===== config.mk =====
export PLATFORM = sky130hd
export DESIGN_NAME = fsm1_scheduler
export DESIGN_NICKNAME = d
export VERILOG_FILES = /design/src/rtl/fsm1_scheduler.sv
export SDC_FILE = /design/constraint.sdc
export NUM_CORES = 1
export LEC_CHECK = 0
export CORE_MARGIN = 2
export CORE_UTILIZATION = 30
export CTS_BUF_LIST = sky130_fd_sc_hd__clkbuf_8
export DETAILED_ROUTE_END_ITERATION = 8
export PLACE_DENSITY = 0.55
export SYNTH_ARGS = -nofsm -noshare
export SYNTH_HDL_FRONTEND = slang
export SYNTH_SLANG_ARGS = --single-unit
export TNS_END_PERCENT = 20

===== constraint.sdc =====
create_clock -name Clock -period 2.7 [get_ports Clock]
set_clock_uncertainty 0.15 [all_clocks]
set_input_delay 0.54 -clock Clock [delete_from_list [all_inputs] [get_ports Clock]]
set_output_delay 0.54 -clock Clock [all_outputs]
set_load 0.005 [all_outputs]

===== src/rtl/fsm1_scheduler.sv =====
// Round-robin scheduler that serialises one requester's 3-bit frame onto a shared detector.
// Optional macro FSM1_SCHED_CLR_EN inserts a one-cycle detector clear (CLR) before each frame.
module fsm1_scheduler #(
    parameter int NREQ = 4,
    parameter int IDW  = 2
) (
    input  logic              Clock,
    input  logic              Reset,
    input  logic [NREQ-1:0]   Req,
    input  logic [3*NREQ-1:0] Data,
    output logic [NREQ-1:0]   Ack,
    output logic              Result,
    output logic [IDW-1:0]    Gnt_Id,
    output logic              Busy,
    output logic              Det_Din,
    input  logic              Det_Dout,
    output logic              Det_Rst_n,
    output logic [2:0]        dbg_state
);

    // Handshake: a requester raises Req[i] with a stable frame on Data and keeps Req[i]
    // high until Ack[i] pulses for one cycle; the frame is latched at grant, so later
    // changes to Req or Data never affect the frame in flight.
    typedef enum logic [2:0] {
        S_IDLE = 3'd0,
        S_CLR  = 3'd1,
        S_BIT0 = 3'd2,
        S_BIT1 = 3'd3,
        S_BIT2 = 3'd4,
        S_RESP = 3'd5
    } state_t;

    state_t          state, state_nxt;
    logic [IDW-1:0]  ptr, ptr_d;
    logic [2:0]      frm, frm_d;
    logic            cool;
    logic            found, grant;
    logic [IDW-1:0]  gnt_idx;
    logic [2:0]      gnt_frm;
    logic [NREQ-1:0] ack_d;
    logic            result_d, busy_d, din_d;
    logic [IDW-1:0]  gnt_d;

    assign dbg_state = state;

    // First requester at or above ptr, else the lowest one (wrap-around search).
    always_comb begin
        found   = 1'b0;
        gnt_idx = '0;
        gnt_frm = '0;
        for (int j = 0; j < NREQ; j++) begin
            if (!found && Req[j] && (IDW'(j) >= ptr)) begin
                found   = 1'b1;
                gnt_idx = IDW'(j);
                gnt_frm = Data[3*j +: 3];
            end
        end
        for (int j = 0; j < NREQ; j++) begin
            if (!found && Req[j]) begin
                found   = 1'b1;
                gnt_idx = IDW'(j);
                gnt_frm = Data[3*j +: 3];
            end
        end
    end

    // cool blocks granting in the IDLE cycle right after RESP.
    assign grant = (state == S_IDLE) && !cool && found;

    always_ff @(posedge Clock or negedge Reset) begin
        if (!Reset) begin
            state   <= S_IDLE;
            ptr     <= '0;
            frm     <= '0;
            cool    <= 1'b0;
            Ack     <= '0;
            Result  <= 1'b0;
            Gnt_Id  <= '0;
            Busy    <= 1'b0;
            Det_Din <= 1'b0;
        end else begin
            state   <= state_nxt;
            ptr     <= ptr_d;
            frm     <= frm_d;
            cool    <= (state == S_RESP);
            Ack     <= ack_d;
            Result  <= result_d;
            Gnt_Id  <= gnt_d;
            Busy    <= busy_d;
            Det_Din <= din_d;
        end
    end

    always_comb begin
        state_nxt = state;
        case (state)
            S_IDLE: begin
                if (grant) begin
`ifdef FSM1_SCHED_CLR_EN
                    state_nxt = S_CLR;
`else
                    state_nxt = S_BIT0;
`endif
                end
            end
            S_CLR:   state_nxt = S_BIT0;
            S_BIT0:  state_nxt = S_BIT1;
            S_BIT1:  state_nxt = S_BIT2;
            S_BIT2:  state_nxt = S_RESP;
            S_RESP:  state_nxt = S_IDLE;
            default: state_nxt = S_IDLE;
        endcase
    end

    // Next values of the registered outputs; Det_Din carries the bit of the upcoming state.
    always_comb begin
        ack_d    = '0;
        result_d = Result;
        gnt_d    = Gnt_Id;
        busy_d   = Busy;
        din_d    = 1'b0;
        frm_d    = frm;
        ptr_d    = ptr;
        case (state)
            S_IDLE: begin
                if (grant) begin
                    frm_d  = gnt_frm;
                    gnt_d  = gnt_idx;
                    busy_d = 1'b1;
                    ptr_d  = (gnt_idx == IDW'(NREQ - 1)) ? '0 : gnt_idx + 1'b1;
`ifdef FSM1_SCHED_CLR_EN
                    din_d  = 1'b0;
`else
                    din_d  = gnt_frm[0];
`endif
                end
            end
            S_CLR:  din_d = frm[0];
            S_BIT0: din_d = frm[1];
            S_BIT1: din_d = frm[2];
            S_BIT2: begin
                result_d = Det_Dout;
                ack_d    = {{(NREQ-1){1'b0}}, 1'b1} << Gnt_Id;
            end
            S_RESP: busy_d = 1'b0;
            default: ;
        endcase
    end

`ifdef FSM1_SCHED_CLR_EN
    logic det_rst_q;

    always_ff @(posedge Clock or negedge Reset) begin
        if (!Reset) begin
            det_rst_q <= 1'b1;
        end else begin
            det_rst_q <= !grant;
        end
    end

    assign Det_Rst_n = det_rst_q;
`else
    assign Det_Rst_n = Reset;
`endif

endmodule


**Yosys cells after proc, flatten, opt, wreduce, memory -nomap -nowiden**

Index checks and enable logic that the tools add are counted.

- Word-level logic and storage cells: 78
- Output and inout port bits: 13
- Register bits: 18
- Input bits: 19

- $add $sub $neg: 1
- Reduce and logical (&&, ||, !) cells: 25
- Muxes and demuxes: 31
- Equal/unequal tests: 7
- Shifts and indexed selects: 1
- $lt $le $gt $ge: 4

Operators by type and width:

| kind | number |
|---|---|
| 3-bit 2-to-1 mux | 9 |
| 3-bit case mux with 5 select lines | 1 |
| 2-bit 2-to-1 mux | 7 |
| 1-bit logical AND | 13 |
| 1-bit 2-to-1 mux | 11 |
| 1-bit zero test | 8 |
| 3-bit by 2-bit equality test with 1-bit output (second input constant) | 2 |
| 3-bit equality test (second input constant) | 2 |
| 1-bit by 2-bit >= comparator with 1-bit output (first input constant) | 2 |
| 2-bit >= comparator (first input constant) | 2 |
| 4-bit 2-to-1 mux | 1 |
| 1-bit case mux with 4 select lines | 1 |
| 2-bit AND reduction | 2 |
| 1-bit by 2-bit << shifter with 4-bit output (first input constant) | 1 |
| 3-bit by 1-bit equality test with 1-bit output (second input constant) | 1 |
| 3-bit zero test | 1 |
| 2-bit by 1-bit adder with 2-bit output (second input constant) | 1 |
| 2-bit equality test (second input constant) | 1 |
| 2-bit inequality test (second input constant) | 1 |
| 1-bit case mux with 2 select lines | 1 |
| 2-bit nonzero test | 1 |

**Longest topological paths before layout**

- Depth after elaboration: 30
- Mapped depth: 6
- Depth with buffers taken out: 5

**Worst setup path after synthesis**

Ideal clock, no wire load.

- Path kind: in2reg
- Start: input Req[1]
- End: register Det_Din
- Setup slack: 0.940 ns
- Arrival time: 1.524 ns
- Cell stages on the path: 6
- Path buffers: 1
- Data required time: 2.463 ns
- Setup time: 0.087 ns
- Cell sequence: buf_4 > nor4b_4 > nand3_2 > o22ai_2 > a211oi_1 > a211oi_2

- Cells in the longest elaborated chain, start to end: 26
- Elaborated cells on any way between the ends: 33
- Those cells by class: mux (16); reduce/logical (17)

RTL lines:

| item | line | source |
|---|---|---|
| start, declared | 9 | `input logic [NREQ-1:0] Req,` |
| 1-bit logical AND (2 in a row) | 52 | `if (!found && Req[j] && (IDW'(j) >= ptr)) begin` |
| 1-bit 2-to-1 mux | 52 |  |
| 1-bit zero test | 52 |  |
| 1-bit logical AND (2 in a row) | 52 |  |
| 1-bit 2-to-1 mux | 52 |  |
| 1-bit zero test | 52 |  |
| 1-bit logical AND (2 in a row) | 52 |  |
| 1-bit 2-to-1 mux | 52 |  |
| [... 8 more ...] | n/a |  |
| 1-bit 2-to-1 mux | 59 | `if (!found && Req[j]) begin` |
| 1-bit zero test | 59 |  |
| 1-bit logical AND | 59 |  |
| 1-bit 2-to-1 mux | 59 |  |
| 1-bit logical AND | 68 | `assign grant = (state == S_IDLE) && !cool && found;` |
| 1-bit 2-to-1 mux (*) | 126 | `if (grant) begin` |
| 1-bit case mux with 4 select lines (*) | 124 | `case (state)` |
| via din_d | 41 | `logic result_d, busy_d, din_d;` |
| end signal, assigned | 90 | `Det_Din <= din_d;` |
| end, declared | 15 | `output logic Det_Din,` |

Mark *: on every way through the listed nets, which the timed path passes. The rest lies on a longest branch.
A chain may end at the register's enable or synchronous reset.

**Worst setup path after layout**

- Start: input Req[0]
- End: register frm[0]

- Cells in the longest elaborated chain, start to end: 28
- Elaborated cells on any way between the ends: 36
- Those cells by class: mux (16); reduce/logical (20)

RTL lines:

| item | line | source |
|---|---|---|
| 1-bit logical AND | 52 |  |
| 1-bit 2-to-1 mux | 52 |  |
| 1-bit zero test | 52 |  |
| 1-bit logical AND (2 in a row) | 52 |  |
| 1-bit 2-to-1 mux | 52 |  |
| 1-bit zero test | 52 |  |
| 1-bit logical AND (2 in a row) | 52 |  |
| 1-bit 2-to-1 mux | 52 |  |
| [... 10 more ...] | n/a |  |
| 1-bit zero test | 59 |  |
| 1-bit logical AND | 59 |  |
| 1-bit 2-to-1 mux | 59 |  |
| 1-bit zero test | 59 |  |
| 1-bit logical AND | 59 |  |
| 1-bit 2-to-1 mux | 59 |  |
| 1-bit logical AND | 68 |  |
| 2-bit AND reduction (no line) | n/a |  |
| end signal, assigned | 84 | `frm <= frm_d;` |
| end, declared | 35 | `logic [2:0] frm, frm_d;` |

Parallel ways exist; a longest one is shown, timed or not.

==> tab_implementation.tex <==
\begin{tabular}{lr}
\hline
Metric & Value \\
\hline
\multicolumn{2}{l}{\textbf{Power}} \\
\quad Leakage dissipation & around 0.63 nW \\
\quad Worst IR Drop VDD & between 0.0004 and 0.0005 V \\
\quad Areal power density over the cells & just over 900 nW/um\^{}2 \\
\multicolumn{2}{l}{\textbf{Route}} \\
\quad Remaining routing DRC violations & 0 \\
\quad Overall via count from detail\_route & a little over 1000 \\
\quad Number of DRC violations after detailed-routing iteration 0 & 40 \\
\quad Post-detailed-route via-to-cell ratio & roughly 5.0 \\
\quad Number of optimization iterations in the first detailed-route pass & 4 \\
\quad Routed WL per cell & between 10 and 15 um \\
\quad Total length of routed wires & about 2.7 mm \\
\quad Post-DRT Antenna Nets & 0 \\
\multicolumn{2}{l}{\textbf{Synthesis}} \\
\quad Number of standard cells after synthesis & approximately 130 \\
\quad Fraction of the mapped netlist area in compound gates & around 25\% \\
\quad Number of enable flip-flop cells after synthesis & 0 \\
\quad Most used flip-flop cell after synthesis & dfrtp\_1 \\
\quad Simple-gate area share of the yosys netlist & a little over a quarter \\
\quad Post-synthesis cell type count & $\sim$40 \\
\quad Area of the mapped netlist & about 1100 sq um \\
\quad Share of flip-flops with an asynchronous set or reset & 100\% \\
\quad Share of the yosys chip area belonging to registers & 39.9\% \\
\quad Area share of fa/ha/maj cells after synthesis & 0\% \\
\quad Largest family of logic cells by synthesized area & simple AND/OR/NAND/NOR gates \\
\quad Post-synth net total & approximately 150 \\
\quad Number of warnings printed during yosys synthesis & 0 \\
\quad Xor and xnor fraction of the mapped netlist area & less than 1\% \\
\quad Per-instance average area after synthesis & approximately 9 sq um \\
\quad Share of cell area taken by muxes after synthesis & less than 1\% \\
\quad Flip-flop and latch count after synthesis & 18 \\
\multicolumn{2}{l}{\textbf{Placement}} \\
\quad Cell Area, Placed & $\sim$1500 sq um \\
\quad Half-perimeter wire length of the detailed placement result & around 2.2 mm \\
\quad Count of port buffers added during placement & 31 \\
\quad Post-Place Cells & between 200 and 250 \\
\quad Placer Congestion & around 0.9 \\
\quad Pre-CTS setup slack & roughly 0.16 ns \\
\multicolumn{2}{l}{\textbf{Finish}} \\
\quad Most common cell after layout, fill and taps aside & clkdlybuf4s50\_1 \\
\quad Highest-count cells in the layout ignoring fill and taps & clkdlybuf4s50\_1 (31), dfrtp\_1 (18), nor2\_1 (13) \\
\quad Antenna cells & 0 \\
\quad Ratio of cells with drive above 1 in the final layout & 10.2\% \\
\quad Area Growth Syn to Fin & 34.8\% \\
\quad Final instance area & roughly 1500 sq um \\
\quad Number of nets in the layout & $\sim$180 \\
\quad Filler Cell Count & 383 \\
\quad Final core utilization & a little over two fifths \\
\quad Number of standard cells in the final layout excluding fillers & between 200 and 250 \\
\multicolumn{2}{l}{\textbf{Setup path}} \\
\quad Data arrival time of the critical path & $\sim$2.3 ns \\
\quad Required time of the worst setup path & between 2 and 3 ns \\
\quad Setup crit end kind & flop \\
\quad Worst setup path class & primary input to flop \\
\quad Kind of start point of the critical path & primary input \\
\quad Max Fanout on Critical Path & 10 \\
\multicolumn{2}{l}{\textbf{Clock tree}} \\
\quad CTS tree & yes \\
\quad Number of buffers inserted by hold repair at cts & 0 \\
\quad Post-CTS Setup Repair Bufs & 0 \\
\quad Worst skew pair latency & roughly 0.25 ns \\
\quad Maximum level of the CTS H-tree & 1 \\
\quad Number of buffers created by CTS & 3 \\
\quad Quantity of gates resized following cts & 0 \\
\quad CTS Buffer Depth & 2 \\
\quad Clock root buffer & clkbuf\_8 \\
\quad Count of clock tree sinks & 18 \\
\quad Reg clk slew, reported paths & around 0.07 ns \\
\multicolumn{2}{l}{\textbf{Floorplan}} \\
\quad Effective utilization at floorplan & between 30 and 40\% \\
\quad Core Region & 3630 sq um \\
\quad Placement row count & 22 \\
\quad Die outline area & around 4300 sq um \\
\quad Number of placed I/O pins & 32 \\
\quad Die outline width & between 60 and 70 um \\
\quad Die H & approximately 65 um \\
\multicolumn{2}{l}{\textbf{Global route}} \\
\quad Global-route wire length before repair & between 4 and 5 mm \\
\quad Number of global-route vias before repair & about 950 \\
\quad Total track usage & a little over an eighth \\
\quad Initial antenna violation count & 0 \\
\quad Maximum number of pins on one net before global-route repair & 19 \\
\quad Total congestion overflow after global routing & 0 \\
\multicolumn{2}{l}{\textbf{Timing}} \\
\quad Max transition margin & $\sim$72\% \\
\quad Unrepaired setup endpoints after global routing & false \\
\quad Setup\_tns & 0 ns \\
\quad Max Transition Viols Final & 0 \\
\quad Final hold violations & 0 \\
\quad Transition time at the pin with the least slew margin & 0.413 ns \\
\quad Number of setup violations in the final report & 0 \\
\quad Tmin final & about 2.3 ns \\
\quad Maximum clock frequency & between 400 and 500 MHz \\
\quad Smallest setup slack after layout & 0.395 ns \\
\quad Final worst-path cycle share & approximately 85\% \\
\multicolumn{2}{l}{\textbf{Outcome}} \\
\quad Result of the run & finished clean \\
\multicolumn{2}{l}{\textbf{Min path}} \\
\quad Tightest Hold Check Type & flop to flop \\
\multicolumn{2}{l}{\textbf{Flow run}} \\
\quad Count of maximum capacitance violations & 0 \\
\hline
\end{tabular}
==> cell families after synthesis <==
| family | count (synthesis) |
|---|---|
| simple gates | 50 |
| mux | 1 |
| xor+xnor | 1 |
| compound gates | 41 |
| flops | 18 |
| buf+inv | 15 |
==> power breakdown <==
group	internal, W	switching (W)	total [W]
Sequential	0.000371	0.000132	0.000502
Clock	0.000129	0.0000864	0.000216
Combinational	0.000365	0.000318	0.000683
==> sequential cells by signal, indices dropped and copies added, names as in the netlist <==
register,flops
Result,1
dbg_state,3
Busy,1
Gnt_Id,2
cool,1
frm,3
Det_Din,1
Ack,4
ptr,2
==> stage by stage <==
stage	power, W	hold WS, ns
global route	0.00152	0.349
floorplan	0.000942	0.0944
detailed placement	0.00119	0.321
CTS	0.00141	0.336
global placement	0.00118	0.311
finish	0.00140	0.333
==> per-layer routing <==
layer  part of all wire, %  vias up  track usage, %  routed length, um
met1                    49      499            19.5               1340
li1                      -      516               -                  -
met4                  0.44        0            3.13                 12
met3                   2.1        2            2.74                 57
met5                     0        -               0                  0
met2                    49       11            20.7               1340
==> worst paths after layout <==
kind | startpoint | endpoint | slack (ns) | depth (start not counted)
min in group asynchronous | Reset | dbg_state[2]$_DFFE_PN0P_ | 0.49 | 2
max in group asynchronous | Reset | ptr[0]$_DFFE_PN0P_ | 1.71 | 2
hold / removal | Result$_DFFE_PN0P_ | Result$_DFFE_PN0P_ | 0.33 | 2
setup / recovery | Req[0] | frm[0]$_DFFE_PN0P_ | 0.40 | 6
hold reg to reg | Result$_DFFE_PN0P_ | Result$_DFFE_PN0P_ | 0.33 | 2
setup reg to reg | ptr[1]$_DFFE_PN0P_ | frm[0]$_DFFE_PN0P_ | 0.78 | 5
==> Yosys cell counts (3+ instances only) <==
cell | number | share of area, %
nand2b_1 | 7 | 3.9
a21oi_1 | 12 | 5.3
nand2_1 | 9 | 3.0
and3b_1 | 3 | 2.3
dfrtp_1 | 18 | 40
inv_1 | 9 | 3.0
nor2_1 | 13 | 4.3
o22ai_1 | 5 | 2.8
nor3_1 | 4 | 1.8
a31oi_1 | 4 | 2.2
==> critical path: stages <==
cell and delay, ns:
clkdlybuf4s50_1 0.69, nand2b_1 0.19, a21oi_1 0.37, nor3_1 0.10, o2111ai_1 0.26, a31oi_1 0.12
==> layout make-up <==
cell class	instances	area [sq um]	share of cell area [%]
multi-input cells	93	598	39.3
flip-flops and latches	18	450	29.6
repair buffers	33	325	21.4
well taps	48	60.1	3.94
clock buffers	4	55.1	3.62
inverters	9	33.8	2.22
Note: power is estimated with default switching activity, not from simulation.
